## src/rtl/side_info_sequencer.sv

```systemverilog
// MPEG-1 Layer III frame sequencer: hunts sync, decodes the header, and splits the frame into side-info and main-data streams.
// Optional CRC-16 check of header bytes 2-3 plus side info is compiled in with `define CRC_CHECK_EN.
module side_info_sequencer (
    input  logic        clk,
    input  logic        rst,
    input  logic [7:0]  axiid,
    input  logic        axiiv,
    output logic [7:0]  si_axiod,
    output logic        si_axiov,
    output logic        si_mono,
    output logic [7:0]  md_axiod,
    output logic        md_axiov,
    output logic        md_last,
    output logic        hdr_valid,
    output logic [3:0]  bitrate_idx,
    output logic [1:0]  samp_idx,
    output logic        padding,
    output logic [1:0]  mode,
    output logic [1:0]  mode_ext,
    output logic [10:0] frame_bytes,
    output logic        sync_lost,
    output logic        crc_err
);

    typedef enum logic [2:0] {HUNT, HDR, CRC, SIDE, MAIN} state_t;

    // floor(144000 * kbps / fs) per bitrate index, one table per sample rate
    localparam logic [10:0] FB_44K [16] = '{11'd0, 11'd104, 11'd130, 11'd156, 11'd182, 11'd208, 11'd261, 11'd313,
                                            11'd365, 11'd417, 11'd522, 11'd626, 11'd731, 11'd835, 11'd1044, 11'd0};
    localparam logic [10:0] FB_48K [16] = '{11'd0, 11'd96, 11'd120, 11'd144, 11'd168, 11'd192, 11'd240, 11'd288,
                                            11'd336, 11'd384, 11'd480, 11'd576, 11'd672, 11'd768, 11'd960, 11'd0};
    localparam logic [10:0] FB_32K [16] = '{11'd0, 11'd144, 11'd180, 11'd216, 11'd252, 11'd288, 11'd360, 11'd432,
                                            11'd504, 11'd576, 11'd720, 11'd864, 11'd1008, 11'd1152, 11'd1440, 11'd0};

    state_t      state, state_nxt;
    logic [10:0] cnt, cnt_nxt, cnt_dec;
    logic        last;
    logic [6:0]  hdr_b2;
    logic        prot;
    logic        seen_ff, seen_ff_nxt;
    logic        sync2_ok, b2_bad, hdr_miss, hdr_bad;
    logic [10:0] fb_base, si_len_new, si_len_cur, main_len;
    logic        si_fwd, md_fwd, md_end, miss, hdr_take, b2_take, sync_take;

    assign cnt_dec    = (cnt == '0) ? '0 : cnt - 11'd1;
    assign last       = (cnt == 11'd1);
    assign sync2_ok   = (axiid[7:1] == 7'b1111101);
    assign b2_bad     = (axiid[7:4] == 4'h0) || (axiid[7:4] == 4'hF) || (axiid[3:2] == 2'b11);
    // HDR counts down 4..1 from a frame boundary, 2..1 after a hunt
    assign hdr_miss   = (state == HDR) && (((cnt == 11'd4) && (axiid != 8'hFF)) ||
                                           ((cnt == 11'd3) && !sync2_ok));
    assign hdr_bad    = (state == HDR) && (cnt == 11'd2) && b2_bad;
    assign si_len_new = (axiid[7:6] == 2'b11) ? 11'd17 : 11'd32;
    assign si_len_cur = (mode == 2'b11) ? 11'd17 : 11'd32;
    assign main_len   = frame_bytes - 11'd4 - (prot ? 11'd0 : 11'd2) - si_len_cur;
    assign si_mono    = (mode == 2'b11);

    always_comb begin
        fb_base = '0;
        unique case (hdr_b2[2:1])
            2'd0:    fb_base = FB_44K[hdr_b2[6:3]];
            2'd1:    fb_base = FB_48K[hdr_b2[6:3]];
            2'd2:    fb_base = FB_32K[hdr_b2[6:3]];
            default: fb_base = '0;
        endcase
    end

    always_ff @(posedge clk) begin
        if (!rst) begin
            state <= HUNT;
            cnt   <= '0;
        end else begin
            state <= state_nxt;
            cnt   <= cnt_nxt;
        end
    end

    always_comb begin
        state_nxt = state;
        cnt_nxt   = cnt;
        if (axiiv) begin
            unique case (state)
                HUNT: if (seen_ff && sync2_ok) begin
                    state_nxt = HDR;
                    cnt_nxt   = 11'd2;
                end
                HDR: begin
                    cnt_nxt = cnt_dec;
                    if (hdr_miss || hdr_bad) begin
                        state_nxt = HUNT;
                        cnt_nxt   = '0;
                    end else if (last) begin
                        state_nxt = prot ? SIDE : CRC;
                        cnt_nxt   = prot ? si_len_new : 11'd2;
                    end
                end
                CRC: begin
                    state_nxt = last ? SIDE : CRC;
                    cnt_nxt   = last ? si_len_cur : cnt_dec;
                end
                SIDE: begin
                    state_nxt = last ? MAIN : SIDE;
                    cnt_nxt   = last ? main_len : cnt_dec;
                end
                MAIN: begin
                    state_nxt = last ? HDR : MAIN;
                    cnt_nxt   = last ? 11'd4 : cnt_dec;
                end
                default: begin
                    state_nxt = HUNT;
                    cnt_nxt   = '0;
                end
            endcase
        end
    end

    always_comb begin
        si_fwd      = axiiv && (state == SIDE);
        md_fwd      = axiiv && (state == MAIN);
        md_end      = md_fwd && last;
        miss        = axiiv && hdr_miss;
        b2_take     = axiiv && (state == HDR) && (cnt == 11'd2);
        hdr_take    = axiiv && (state == HDR) && last;
        sync_take   = axiiv && sync2_ok && (((state == HUNT) && seen_ff) ||
                                            ((state == HDR) && (cnt == 11'd3)));
        // a byte that knocks us back to HUNT may itself be the next 0xFF
        seen_ff_nxt = seen_ff;
        if (axiiv)
            seen_ff_nxt = (state_nxt == HUNT) && (axiid == 8'hFF);
    end

    always_ff @(posedge clk) begin
        if (!rst) begin
            si_axiod    <= '0;
            si_axiov    <= 1'b0;
            md_axiod    <= '0;
            md_axiov    <= 1'b0;
            md_last     <= 1'b0;
            hdr_valid   <= 1'b0;
            sync_lost   <= 1'b0;
            bitrate_idx <= '0;
            samp_idx    <= '0;
            padding     <= 1'b0;
            mode        <= '0;
            mode_ext    <= '0;
            frame_bytes <= '0;
            hdr_b2      <= '0;
            prot        <= 1'b0;
            seen_ff     <= 1'b0;
        end else begin
            si_axiov  <= si_fwd;
            md_axiov  <= md_fwd;
            md_last   <= md_end;
            hdr_valid <= hdr_take;
            sync_lost <= miss;
            seen_ff   <= seen_ff_nxt;
            if (si_fwd)    si_axiod <= axiid;
            if (md_fwd)    md_axiod <= axiid;
            if (sync_take) prot     <= axiid[0];
            if (b2_take)   hdr_b2   <= axiid[7:1];
            if (hdr_take) begin
                bitrate_idx <= hdr_b2[6:3];
                samp_idx    <= hdr_b2[2:1];
                padding     <= hdr_b2[0];
                mode        <= axiid[7:6];
                mode_ext    <= axiid[5:4];
                frame_bytes <= fb_base + {10'd0, hdr_b2[0]};
            end
        end
    end

`ifdef CRC_CHECK_EN
    function automatic logic [15:0] crc16_byte(input logic [15:0] c, input logic [7:0] d);
        logic [15:0] r;
        r = c;
        for (int unsigned i = 0; i < 8; i++) begin
            if (r[15] ^ d[3'(7 - i)]) r = {r[14:0], 1'b0} ^ 16'h8005;
            else                      r = {r[14:0], 1'b0};
        end
        return r;
    endfunction

    logic [15:0] crc_acc, crc_rx, crc_next;

    assign crc_next = crc16_byte(b2_take ? 16'hFFFF : crc_acc, axiid);

    always_ff @(posedge clk) begin
        if (!rst) begin
            crc_acc <= '0;
            crc_rx  <= '0;
            crc_err <= 1'b0;
        end else begin
            crc_err <= 1'b0;
            if (b2_take || hdr_take || si_fwd)
                crc_acc <= crc_next;
            if (axiiv && (state == CRC))
                crc_rx <= {crc_rx[7:0], axiid};
            if (si_fwd && last && !prot && (crc_next != crc_rx))
                crc_err <= 1'b1;
        end
    end
`else
    assign crc_err = 1'b0;
`endif

endmodule

```

## config.mk

```make
export PLATFORM = sky130hd
export DESIGN_NAME = side_info_sequencer
export DESIGN_NICKNAME = d
export VERILOG_FILES = /design/src/rtl/side_info_sequencer.sv
export SDC_FILE = /design/constraint.sdc
export NUM_CORES = 1
export LEC_CHECK = 0
export CORE_UTILIZATION = 50
export CTS_BUF_LIST = sky130_fd_sc_hd__clkbuf_16
export CTS_CLUSTER_SIZE = 10
export DETAILED_ROUTE_END_ITERATION = 10
export DONT_BUFFER_PORTS = 1
export PLACE_DENSITY = 0.78
export SLEW_MARGIN = 5
export SYNTH_ARGS = -nofsm -noshare
export SYNTH_HDL_FRONTEND = slang
export SYNTH_SLANG_ARGS = --single-unit
```

## constraint.sdc

```tcl
create_clock -name clk -period 2.49 [get_ports clk]
set_input_delay 0.249 -clock clk [delete_from_list [all_inputs] [get_ports clk]]
set_output_delay 0.249 -clock clk [all_outputs]
set_load 0.02 [all_outputs]
```

Word-level counts from Yosys, hierarchy flattened
Memory sizes are Yosys's and may differ from the RTL's.
Index checks and enable logic that the tools add are counted.
{"block": "totals", "regBits": 66, "mem_bits_ro": 528, "in_bits": 11, "out_inout_bits": 45, "elab_cells": 104, "memories": 3}
{"memory": "(name not given)", "depth": 16, "width": 11, "read_ports": 1, "rd_ports_with_merged_regs": 0, "write_ports": 0, "line": "63", "rtl": "2'd2: fb_base = FB_32K[hdr_b2[6:3]];"}
{"memory": "(name not given)", "depth": 16, "width": 11, "read_ports": 1, "rd_ports_with_merged_regs": 0, "write_ports": 0, "line": "62", "rtl": "2'd1: fb_base = FB_48K[hdr_b2[6:3]];"}
{"memory": "(name not given)", "depth": 16, "width": 11, "read_ports": 1, "rd_ports_with_merged_regs": 0, "write_ports": 0, "line": "61", "rtl": "2'd0: fb_base = FB_44K[hdr_b2[6:3]];"}
{"block": "op_classes", "add_sub_neg": 5, "magnitude_cmp": 1, "eq_ne": 18, "muxes": 28, "bitwise": 1, "n_reduce_logical": 30}
{"cell": "2-to-1 mux 11 bit", "count": 13}
{"cell": "one-hot mux 11 bit (5 select lines)", "count": 1}
{"cell": "one-hot mux 11 bit (3 select lines)", "count": 1}
{"cell": "equality test 11 x 2 -> 1 bit (second input constant)", "count": 2}
{"cell": "logical AND 1 bit", "count": 18}
{"cell": "2-to-1 mux 3 bit", "count": 6}
{"cell": "2-to-1 mux 6 bit", "count": 3}
{"cell": "one-hot mux 3 bit (5 select lines)", "count": 1}
{"cell": "adder 11 x 1 -> 11 bit", "count": 1}
{"cell": "equality test 11 x 1 -> 1 bit (second input constant)", "count": 1}
{"cell": "equality test 11 x 3 -> 1 bit (second input constant)", "count": 1}
{"cell": "logical NOT 11 bit", "count": 1}
{"cell": "subtractor 11 x 1 -> 11 bit (second input constant)", "count": 1}
{"cell": "subtractor 11 x 2 -> 11 bit", "count": 1}
{"cell": "subtractor 11 x 3 -> 11 bit (second input constant)", "count": 1}
{"cell": "subtractor 11 x 6 -> 11 bit", "count": 1}
{"cell": "equality test 2 bit (second input constant)", "count": 4}
{"cell": "equality test 8 bit (second input constant)", "count": 1}
{"cell": "inequality test 8 bit (second input constant)", "count": 1}
{"cell": "equality test 7 bit (second input constant)", "count": 1}
{"cell": "equality test 3 x 2 -> 1 bit (second input constant)", "count": 2}
{"cell": "logical NOT 3 bit", "count": 2}
{"cell": "greater-or-equal comparator 5 bit (second input constant)", "count": 1}
{"cell": "logical OR 1 bit", "count": 5}
{"cell": "12 further kinds", "count": 13}

Longest topological paths before layout
Gate-level depths: netlist of the first run.
{"block": "depth", "depth_word": 11, "mapped_depth": 15, "depth_no_buf": 15}

Worst setup path before layout of the first run
No wires, ideal clock.
{"block": "synth_path", "path_type": "flip-flop to flip-flop", "from": "reg mode[0]", "to": "reg cnt[9]", "setup_ps": 132, "arrival_time_ps": 2553, "required_ps": 2358, "slack_ps": -196, "stages_incl_launch_ff": 14, "path_buffers": 0, "period_less_slack_ps": 2686, "path_cell_list": "dfxtp_1 nand2_1 inv_1 ha_1 fa_1 inv_1 ha_1 nor3b_1 o21bai_1 a2111oi_0 xnor2_1 o22ai_1 nand3_1 a21oi_1"}
{"block": "synth_via", "elab_chain_len": 5}
{"item": "start, declared", "line": "18", "rtl": "output logic [1:0] mode,"}
{"item": "start signal, assigned", "line": "165", "rtl": "mode <= axiid[7:6];"}
{"item": "equality test 2 bit"}
{"item": "net si_mono", "line": "10", "rtl": "output logic si_mono,"}
{"item": "2-to-1 mux 6 bit", "line": "54", "rtl": "assign si_len_cur = (mode == 2'b11) ? 11'd17 : 11'd32;"}
{"item": "subtractor 11 x 6 -> 11 bit", "line": "55", "rtl": "assign main_len = frame_bytes - 11'd4 - (prot ? 11'd0 : 11'd2) - si_len_cur;"}
{"item": "2-to-1 mux 11 bit", "line": "103", "rtl": "cnt_nxt = last ? main_len : cnt_dec;"}
{"item": "one-hot mux 11 bit (5 select lines)", "line": "82", "rtl": "unique case (state)"}
{"item": "end signal, assigned", "line": "74", "rtl": "cnt <= cnt_nxt;"}
{"item": "end, declared", "line": "36", "rtl": "logic [10:0] cnt, cnt_nxt, cnt_dec;"}
The timed path passes the listed nets, and every way through them passes these cells.
A chain may end at the register's enable or synchronous reset.

Final worst setup path of the first run
{"block": "layout_path", "from": "reg hdr_b2[3]", "to": "reg frame_bytes[7]"}
{"block": "layout_via", "elab_chain_len": 6, "word_cells_on_any_way": 12, "cone_classes": "add/sub: 1; mux: 7; bitwise: 1; memory: 3"}
{"item": "start, declared", "line": "38", "rtl": "logic [6:0] hdr_b2;"}
{"item": "start signal, assigned", "line": "160", "rtl": "if (b2_take) hdr_b2 <= axiid[7:1];"}
{"item": "NOT 4 -> 5 bit (not written as such) (*)", "line": "61, 62, 63"}
{"item": "memory (16 x 11 bit) (on tied branches)"}
{"item": "2-to-1 mux 11 bit (on tied branches) (2 in a row)", "line": "63, 61, 62"}
{"item": "one-hot mux 11 bit (3 select lines) (*)", "line": "60", "rtl": "unique case (hdr_b2[2:1])"}
{"item": "adder 11 x 1 -> 11 bit (*)", "line": "167", "rtl": "frame_bytes <= fb_base + {10'd0, hdr_b2[0]};"}
{"item": "end signal, assigned", "line": "167"}
{"item": "end, declared", "line": "20", "rtl": "output logic [10:0] frame_bytes,"}
Mark *: on every way between the ends. The rest lies on a longest branch, timed or not. The select of a mux whose other input is x is not followed.

==> results of run 1 <==
==> kinds of logic after synthesis <==
family / Yosys count
muxes: 15
DFF: 66
and+or+nand+nor: 236
buffers and inverters: 65
other: 1
xor gates and xnor gates: 20
adders and majority gates: 25
AOI/OAI and AO/OA: 157
==> cell type report <==
type | instances | area, µm² | area share, %
Sequential cell | 66 | 1320 | 26.0
Inverter | 27 | 101 | 1.99
Clock buffer | 9 | 225 | 4.43
Timing Repair Buffer | 33 | 294 | 5.78
Clock inverter | 7 | 85.1 | 1.67
Multi-Input combinational cell | 454 | 2920 | 57.4
Tap cell | 108 | 135 | 2.66
==> where the power goes <==
group / switching, W / total [W] / internal, W / leakage, nW
combinational: 0.0000187 / 0.0000230 / 0.00000432 / 1.21
sequential: 0.00000000816 / 0.00106 / 0.00106 / 0.532
clock: 0.000532 / 0.00133 / 0.000794 / 0.153
==> metrics by stage <==
stage / setup WS [ns] / setup TNS [ns]
finish: 0.135 / 0
global route: -0.0294 / -0.0367
CTS: 0.0414 / 0
detailed placement: -0.0138 / -0.0210
global placement: 0.0906 / 0
floorplan: 0.00232 / 0
==> routing by layer <==
metal / GRT usage (%) / up-vias / wire (µm)
li1: - / 2072 / -
met1: 32.4 / 2042 / 5070
met2: 44.9 / 181 / 6110
met3: 6.86 / 25 / 1050
met4: 9.07 / 0 / 226
met5: 0 / - / 0
==> path summary, 6_finish.rpt <==
check | start | end | slack (ns) | cells past startpoint
min reg2reg | hdr_b2[3] | bitrate_idx[0] | 0.50 | 2
max | hdr_b2[3] | frame_bytes[7] | 0.13 | 9
min | rst | cnt[1] | 0.03 | 1
max reg2reg | hdr_b2[3] | frame_bytes[7] | 0.13 | 9
==> placed cells by master (no fill, tap or decap), types with 10 or more instances in the layout <==
cell type	n
dfxtp_1	64
o21ai_0	25
nand3_1	21
nor2_1	44
ha_1	21
nand2_1	94
xnor2_1	13
nor2b_1	11
nor3_1	13
mux2i_1	13
inv_1	23
a21oi_1	54
buf_4	29
clkbuf_16	10
==> flip-flops by register name, indices dropped and copies added (netlist names), 2 cells and up <==
signal	count
bitrate_idx	4
cnt	11
frame_bytes	11
hdr_b2	7
md_axiod	8
mode	2
mode_ext	2
samp_idx	2
si_axiod	8
state	3
==> repair_timing <==
item,CTS,global route
setup endpoints to repair,2,10
gates cloned,0,1
pin swaps,0,4
gates resized for setup,1,20
==> flow_summary.json, run 1 <==
{
  "ys_seq_elements": 66,
  "crit_fanout": 8,
  "drv_cap": 0,
  "fp.dieW_um": 96.7,
  "criticalPathCategory": "reg2reg",
  "maxSlewHeadroom_pct": 62.2,
  "finalPower_w": 0.00241,
  "syn_area_um2": 4490,
  "cpPeakStageDelay_ns": 0.42,
  "ir_drop_mv": 0.358,
  "final_cells": 704,
  "synth_top_family_by_area": "simple AND/OR/NAND/NOR gates",
  "antenna_found_initial": 0,
  "synth.area.top_cells": "dfxtp_1, nand2_1, ha_1",
  "n_antenna_cell": 0,
  "fin_area_um2": 5090,
  "cts_hold_buf": 0,
  "wl_per_cell_um": 17.7,
  "hold_violations": 0,
  "io_buffers": 0,
  "synth_compound_area_share_pct": 23.4,
  "synthTopCellsByCount": "nand2_1, dfxtp_1, a21oi_1",
  "vias_per_cell": 6.14,
  "max_freq_ghz": 0.425,
  "clk_pin_slew_ns": 0.06,
  "worst_slew_pin_slew_ns": 0.561,
  "drt_wl_total_mm": 12.5,
  "crit_buf_inv": 1,
  "drc": 0,
  "synth_nets": 621,
  "synth_edf_count": 0,
  "cts_setup_buffers": 0,
  "fp.dieH_um": 96.7,
  "cellLeakagePower_nw": 1.89,
  "grt_pass1_vias": 4169,
  "ys_seq_area_share_pct": 29.5,
  "drt_iter0_drc": 216,
  "synth.avg_cell_area_um2": 7.67,
  "dpl.cell_count": 687,
  "rows": 34,
  "hold_path.class": "in2reg",
  "dp_hpwl_mm": 8.79,
  "numCtsBuffers": 9,
  "synth_warnings": 0,
  "synth.most_common_cell": "nand2_1",
  "worstPathArrival_ns": 2.61,
  "fin_util_pct": 58.3,
  "synth-xor-area-share_pct": 3.91,
  "grt_util_all_layers_pct": 26.5,
  "cts_num_sinks": 66,
  "synthArstFlopShare_pct": 0,
  "vias": 4320,
  "setup_violations": 0,
  "min_period_ns": 2.36,
  "cellPowerDensity_nw_per_um2": 473,
  "grt_max_degree": 35,
  "path_delay_family": "compound AO/OA/AOI/OAI gates",
  "drv_slew": 0,
  "synth_top_cell_by_area": "dfxtp_1",
  "cp_slowest_cell": "ha_2",
  "grt_overflow": 0,
  "fillers": 787,
  "layout-drive-gt1-share_pct": 15.9,
  "whs_ns": 0.0326,
  "end_kind": "register",
  "required_ns": 2.74,
  "cts_buffer_depth": 2,
  "synth_fa_ha_area_share_pct": 7.14,
  "skew_ns": 0.0100,
  "area_growth_pct": 13.4,
  "clock_latency_ns": 0.34,
  "yosysUniqueCellTypes": 73,
  "core_um2": 8720,
  "postPlaceCellArea_um2": 4680,
  "dieArea_um2": 9350,
  "cts_tree": "done",
  "yosys.area_share.simple_pct": 25.6,
  "start_kind": "register",
  "initial_core_util_pct": 51.4,
  "root_buffer": "clkbuf_16",
  "synth_flop_cell": "dfxtp_1",
  "io_pins": 56,
  "status": "completed",
  "drt_pre_antenna_iters": 5,
  "path_cells": "inv_1, ha_2, nand2b_1, a41o_1, a211oi_2, o22ai_2, nor4_2, xor2_1, a211oi_1",
  "cts.htree.levels": 3,
  "syn_inst": 585,
  "nets": 627,
  "fin_crit_sh_pct": 94.6,
  "final_antenna_net_count": 0,
  "synth_mux_area_share_pct": 3.40,
  "synth_top_area_share_pct": 29.5,
  "grt_pass1_wl_mm": 20.3,
  "globalplace.congestion": 0.962
}
Power figures use the tool's default switching activity.
==> run 2, diff against run 1 <==
--- a/constraint.sdc
+++ b/constraint.sdc
@@ -3,2 +3,2 @@
 set_output_delay 0.249 -clock clk [all_outputs]
-set_load 0.02 [all_outputs]
+set_load 0.1 [all_outputs]
==> flow_summary.json, run 2 (same netlist as run 1, synthesis figures left out) <==
{
  "status": "completed",
  "dp_hpwl_mm": 9.12,
  "setup_violations": 0,
  "postPlaceCellArea_um2": 4930,
  "crit_fanout": 4,
  "cts_hold_buf": 0,
  "grt_pass1_wl_mm": 20.7,
  "drc": 0,
  "io_pins": 56,
  "grt_overflow": 0,
  "fillers": 783,
  "antenna_found_initial": 0,
  "skew_ns": 0.0104,
  "hold_path.class": "in2reg",
  "required_ns": 2.69,
  "drv_cap": 0,
  "clock_latency_ns": 0.33,
  "max_freq_ghz": 0.425,
  "nets": 657,
  "numCtsBuffers": 9,
  "fin_crit_sh_pct": 94.6,
  "dpl.cell_count": 716,
  "final_antenna_net_count": 0,
  "mostFrequentLayoutCell": "nand2_1",
  "drt_iter0_drc": 255,
  "globalplace.congestion": 0.983,
  "start_kind": "register",
  "dieArea_um2": 9350,
  "final_cell_mix": "nand2_1, buf_4, dfxtp_1, a21oi_1, nor2_1",
  "end_kind": "register",
  "wl_per_cell_um": 16.9,
  "rsz0062_at_grt": "true",
  "drt_pre_antenna_iters": 5,
  "cts_tree": "done",
  "seq_area_um2": 1330,
  "worst_slew_pin_slew_ns": 0.992,
  "ir_drop_mv": 0.347,
  "io_buffers": 0,
  "finalPower_w": 0.00242,
  "drt_wl_total_mm": 12.4,
  "core_um2": 8720,
  "hold_violations": 0,
  "rows": 34,
  "grt_pass1_vias": 4199,
  "multi_input_area_um2": 2940,
  "initial_core_util_pct": 51.4,
  "area_growth_pct": 18.1,
  "drv_slew": 0,
  "min_period_ns": 2.36,
  "grt_util_all_layers_pct": 26.6,
  "reg_top3": "cnt x11, frame_bytes x11",
  "worstPathArrival_ns": 2.56,
  "cts_num_sinks": 66,
  "cts.htree.levels": 3,
  "fp.dieW_um": 96.7,
  "n_antenna_cell": 0,
  "setup_tns_ns": 0,
  "grt_max_degree": 25,
  "fin_area_um2": 5300,
  "cts_buffer_depth": 2,
  "criticalPathCategory": "reg2reg",
  "cellLeakagePower_nw": 2.01,
  "final_cells": 734,
  "root_buffer": "clkbuf_16",
  "layout-drive-gt1-share_pct": 20.6,
  "vias_per_cell": 5.97,
  "vias": 4380,
  "clk_pin_slew_ns": 0.06,
  "fp.dieH_um": 96.7,
  "maxSlewHeadroom_pct": 33.8,
  "cellPowerDensity_nw_per_um2": 456
}
==> run 2: cell count changes in the layout (fill, tap and decap cells not counted), moves of 3 or more <==
cell,change
buf_4,+34
clkinv_4,-3
ha_4,+4
clkinvlp_4,+3
==> run 2: area by class of cell <==
class | instances | share of cell area (%)
Multi-Input combinational cell | 454 | 55.6
Clock buffer | 9 | 4.25
Clock inverter | 7 | 1.56
Timing Repair Buffer | 63 | 8.93
Tap cell | 108 | 2.55
Inverter | 27 | 1.98
Sequential cell | 66 | 25.1
==> run 2: final timing paths <==
check	cells past startpoint	slack [ns]	endpoint	startpoint
min	2	0.05	si_axiod[2]	axiid[2]
min reg2reg	2	0.46	mode_ext[0]	mode_ext[0]
max reg2reg	15	0.13	cnt[10]	mode[0]
max	15	0.13	cnt[10]	mode[0]
==> run 2: worst max-delay path: stages (launching register included) <==
cell and delay (ns):
dfxtp_4 0.35, nand2_4 0.10, clkinvlp_4 0.13, ha_4 0.18
fa_2 0.33, inv_2 0.07, ha_4 0.13, inv_2 0.05
ha_4 0.16, a21boi_2 0.14, o21ai_1 0.10, nand3_1 0.09
xor2_1 0.18, o21ai_1 0.09, nand3_1 0.08, a21oi_1 0.07
==> run 2: routing by layer <==
metal | global-route usage (%) | wire length [µm]
met5 | 0 | 0
met4 | 9.18 | 151
met3 | 6.21 | 966
met2 | 44.9 | 6100
met1 | 33.3 | 5210
==> run 2: report_power, final <==
part	switching [W]	internal, W	total, W
combinational	0.0000246	0.00000535	0.0000299
sequential	0.0000000132	0.00105	0.00105
clock	0.000539	0.000793	0.00133
==> run 2: per-stage QoR <==
step                setup slack (ns)  hold slack, ns  utilization, %
floorplan                     -0.382           0.379               -
global placement               0.139           0.373            56.5
detailed placement            0.0429           0.385            56.5
CTS                           0.0337          0.0426            60.0
global route                 -0.0131          0.0448            60.7
finish                         0.135          0.0457            60.7
==> run 2: timing repair <==
action | 4_1_cts | 5_1_grt
resized for setup | 0 | 13
setup buffers | 0 | 2
endpoints found under the hold margin | 0 | 0
setup endpoints to repair | 0 | 10
==> run 3, diff against run 2 <==
CORE_UTILIZATION = 58   (was 50)
PLACE_DENSITY = 0.86   (was 0.78)
==> flow_summary.json, run 3 (same netlist as run 1, synthesis figures left out) <==
{
  "cellLeakagePower_nw": 2.02,
  "end_kind": "register",
  "maxSlewHeadroom_pct": 35.1,
  "fin_util_pct": 71.5,
  "rsz0062_at_grt": "true",
  "criticalPathCategory": "reg2reg",
  "fp.dieW_um": 89.9,
  "drt_iter0_drc": 340,
  "wl_per_cell_um": 18.4,
  "final_cell_mix": "nand2_1, dfxtp_1, buf_4, a21oi_1, nor2_1",
  "rows": 31,
  "dpl.cell_count": 705,
  "reg_top3": "cnt x11, frame_bytes x11",
  "path_cells": "nand2_4, clkinvlp_4, ha_4, fa_2, inv_1, ha_4, nor3b_2, o21bai_1, a21oi_1, xnor2_1, o22ai_1, nand3_1, a21oi_1",
  "worst_slew_pin_slew_ns": 0.972,
  "crit_fanout": 4,
  "globalplace.congestion": 0.977,
  "cp_slowest_cell": "dfxtp_4",
  "m1WireLength_mm": 5.18,
  "antenna_found_initial": 0,
  "finalPower_w": 0.00239,
  "grt_pass1_vias": 4308,
  "grt_max_degree": 38,
  "clock_latency_ns": 0.33,
  "drt_pre_antenna_iters": 5,
  "n_antenna_cell": 0,
  "cts_hold_buf": 0,
  "cpPeakStageDelay_ns": 0.35,
  "start_kind": "register",
  "initial_core_util_pct": 60.9,
  "layout-drive-gt1-share_pct": 19.6,
  "root_buffer": "clkbuf_16",
  "hold_violations": 0,
  "grt_overflow": 0,
  "fillers": 547,
  "max_freq_ghz": 0.418,
  "setup_violations": 0,
  "final_cells": 722,
  "drv_cap": 0,
  "highest_layer": "met4",
  "numCtsBuffers": 9,
  "worstPathArrival_ns": 2.58,
  "min_period_ns": 2.39,
  "required_ns": 2.68,
  "io_pins": 56,
  "setup_tns_ns": 0,
  "dp_hpwl_mm": 9.29,
  "met2_length_mm": 6.49,
  "ir_drop_mv": 0.468,
  "clk_pin_slew_ns": 0.06,
  "hold_path.class": "in2reg",
  "area_growth_pct": 17.5,
  "vias": 4517,
  "dieArea_um2": 8090,
  "wl_met3_mm": 1.14,
  "vias_per_cell": 6.26,
  "skew_ns": 0.00719,
  "drv_slew": 0,
  "drc": 0,
  "cts.htree.levels": 3,
  "nets": 654,
  "fin_crit_sh_pct": 96.1,
  "status": "completed",
  "cts_buffer_depth": 2,
  "final_antenna_net_count": 0,
  "io_buffers": 0,
  "core_um2": 7370,
  "cts_tree": "done",
  "drt_wl_total_mm": 13.3,
  "grt_pass1_wl_mm": 21.5,
  "mostFrequentLayoutCell": "nand2_1",
  "fp.dieH_um": 89.9,
  "cts_num_sinks": 66,
  "grt_util_all_layers_pct": 33.2,
  "cellPowerDensity_nw_per_um2": 454
}
==> run 3: final timing paths <==
check	to	slack, ns	cells past startpoint	start
setup / recovery	cnt[7]	0.1	13	mode[0]
hold / removal	cnt[1]	0.04	1	rst
setup reg to reg	cnt[7]	0.1	13	mode[0]
hold reg to reg	md_axiod[6]	0.45	2	md_axiod[6]
==> run 3: routing by layer <==
metal,track usage [%],vias to the layer above
li1,-,2114
met1,40.1,2118
met2,57.6,236
met3,7.11,49
met4,12.9,0
met5,0,-
==> run 3: critical path, delay by kind of cell (launching register included) <==
kind            cells  cell delay, ns
fa+ha+maj           3            0.63
buf+inv             2            0.23
xor+xnor            1            0.20
simple gates        3            0.24
compound gates      4            0.59
flops               1            0.35
==> run 3: what timing repair did <==
action / in CTS / in global routing
setup buffers: 0 / 1
gates resized for setup: 1 / 9
setup endpoints to repair: 1 / 8
pin swaps: 0 / 2
==> run 3: per-stage QoR <==
| stage | instance area (µm²) | setup slack, ns | hold slack [ns] |
|---|---|---|---|
| floorplan | 4550 | -0.382 | 0.379 |
| global placement | 4900 | 0.128 | 0.375 |
| detailed placement | 4900 | -0.00318 | 0.379 |
| CTS | 5210 | 0.00210 | 0.0352 |
| global route | 5270 | -0.0319 | 0.0378 |
| finish | 5270 | 0.0973 | 0.0424 |
==> run 3: area by class of cell <==
type	count	area, µm²	share of cell area [%]
clock buffer	9	225	4.27
clock inverter	7	83.8	1.59
inverter	27	105	1.99
multi-input combinational	454	2950	56.0
sequential	66	1330	25.2
tap	99	124	2.35
timing repair buffer	60	454	8.62
==> run 3: report_power, final <==
| part | internal, W | switching [W] |
|---|---|---|
| clock | 0.000794 | 0.000515 |
| sequential | 0.00105 | 0.00000000790 |
| combinational | 0.00000433 | 0.0000248 |
| total | 0.00185 | 0.000539 |
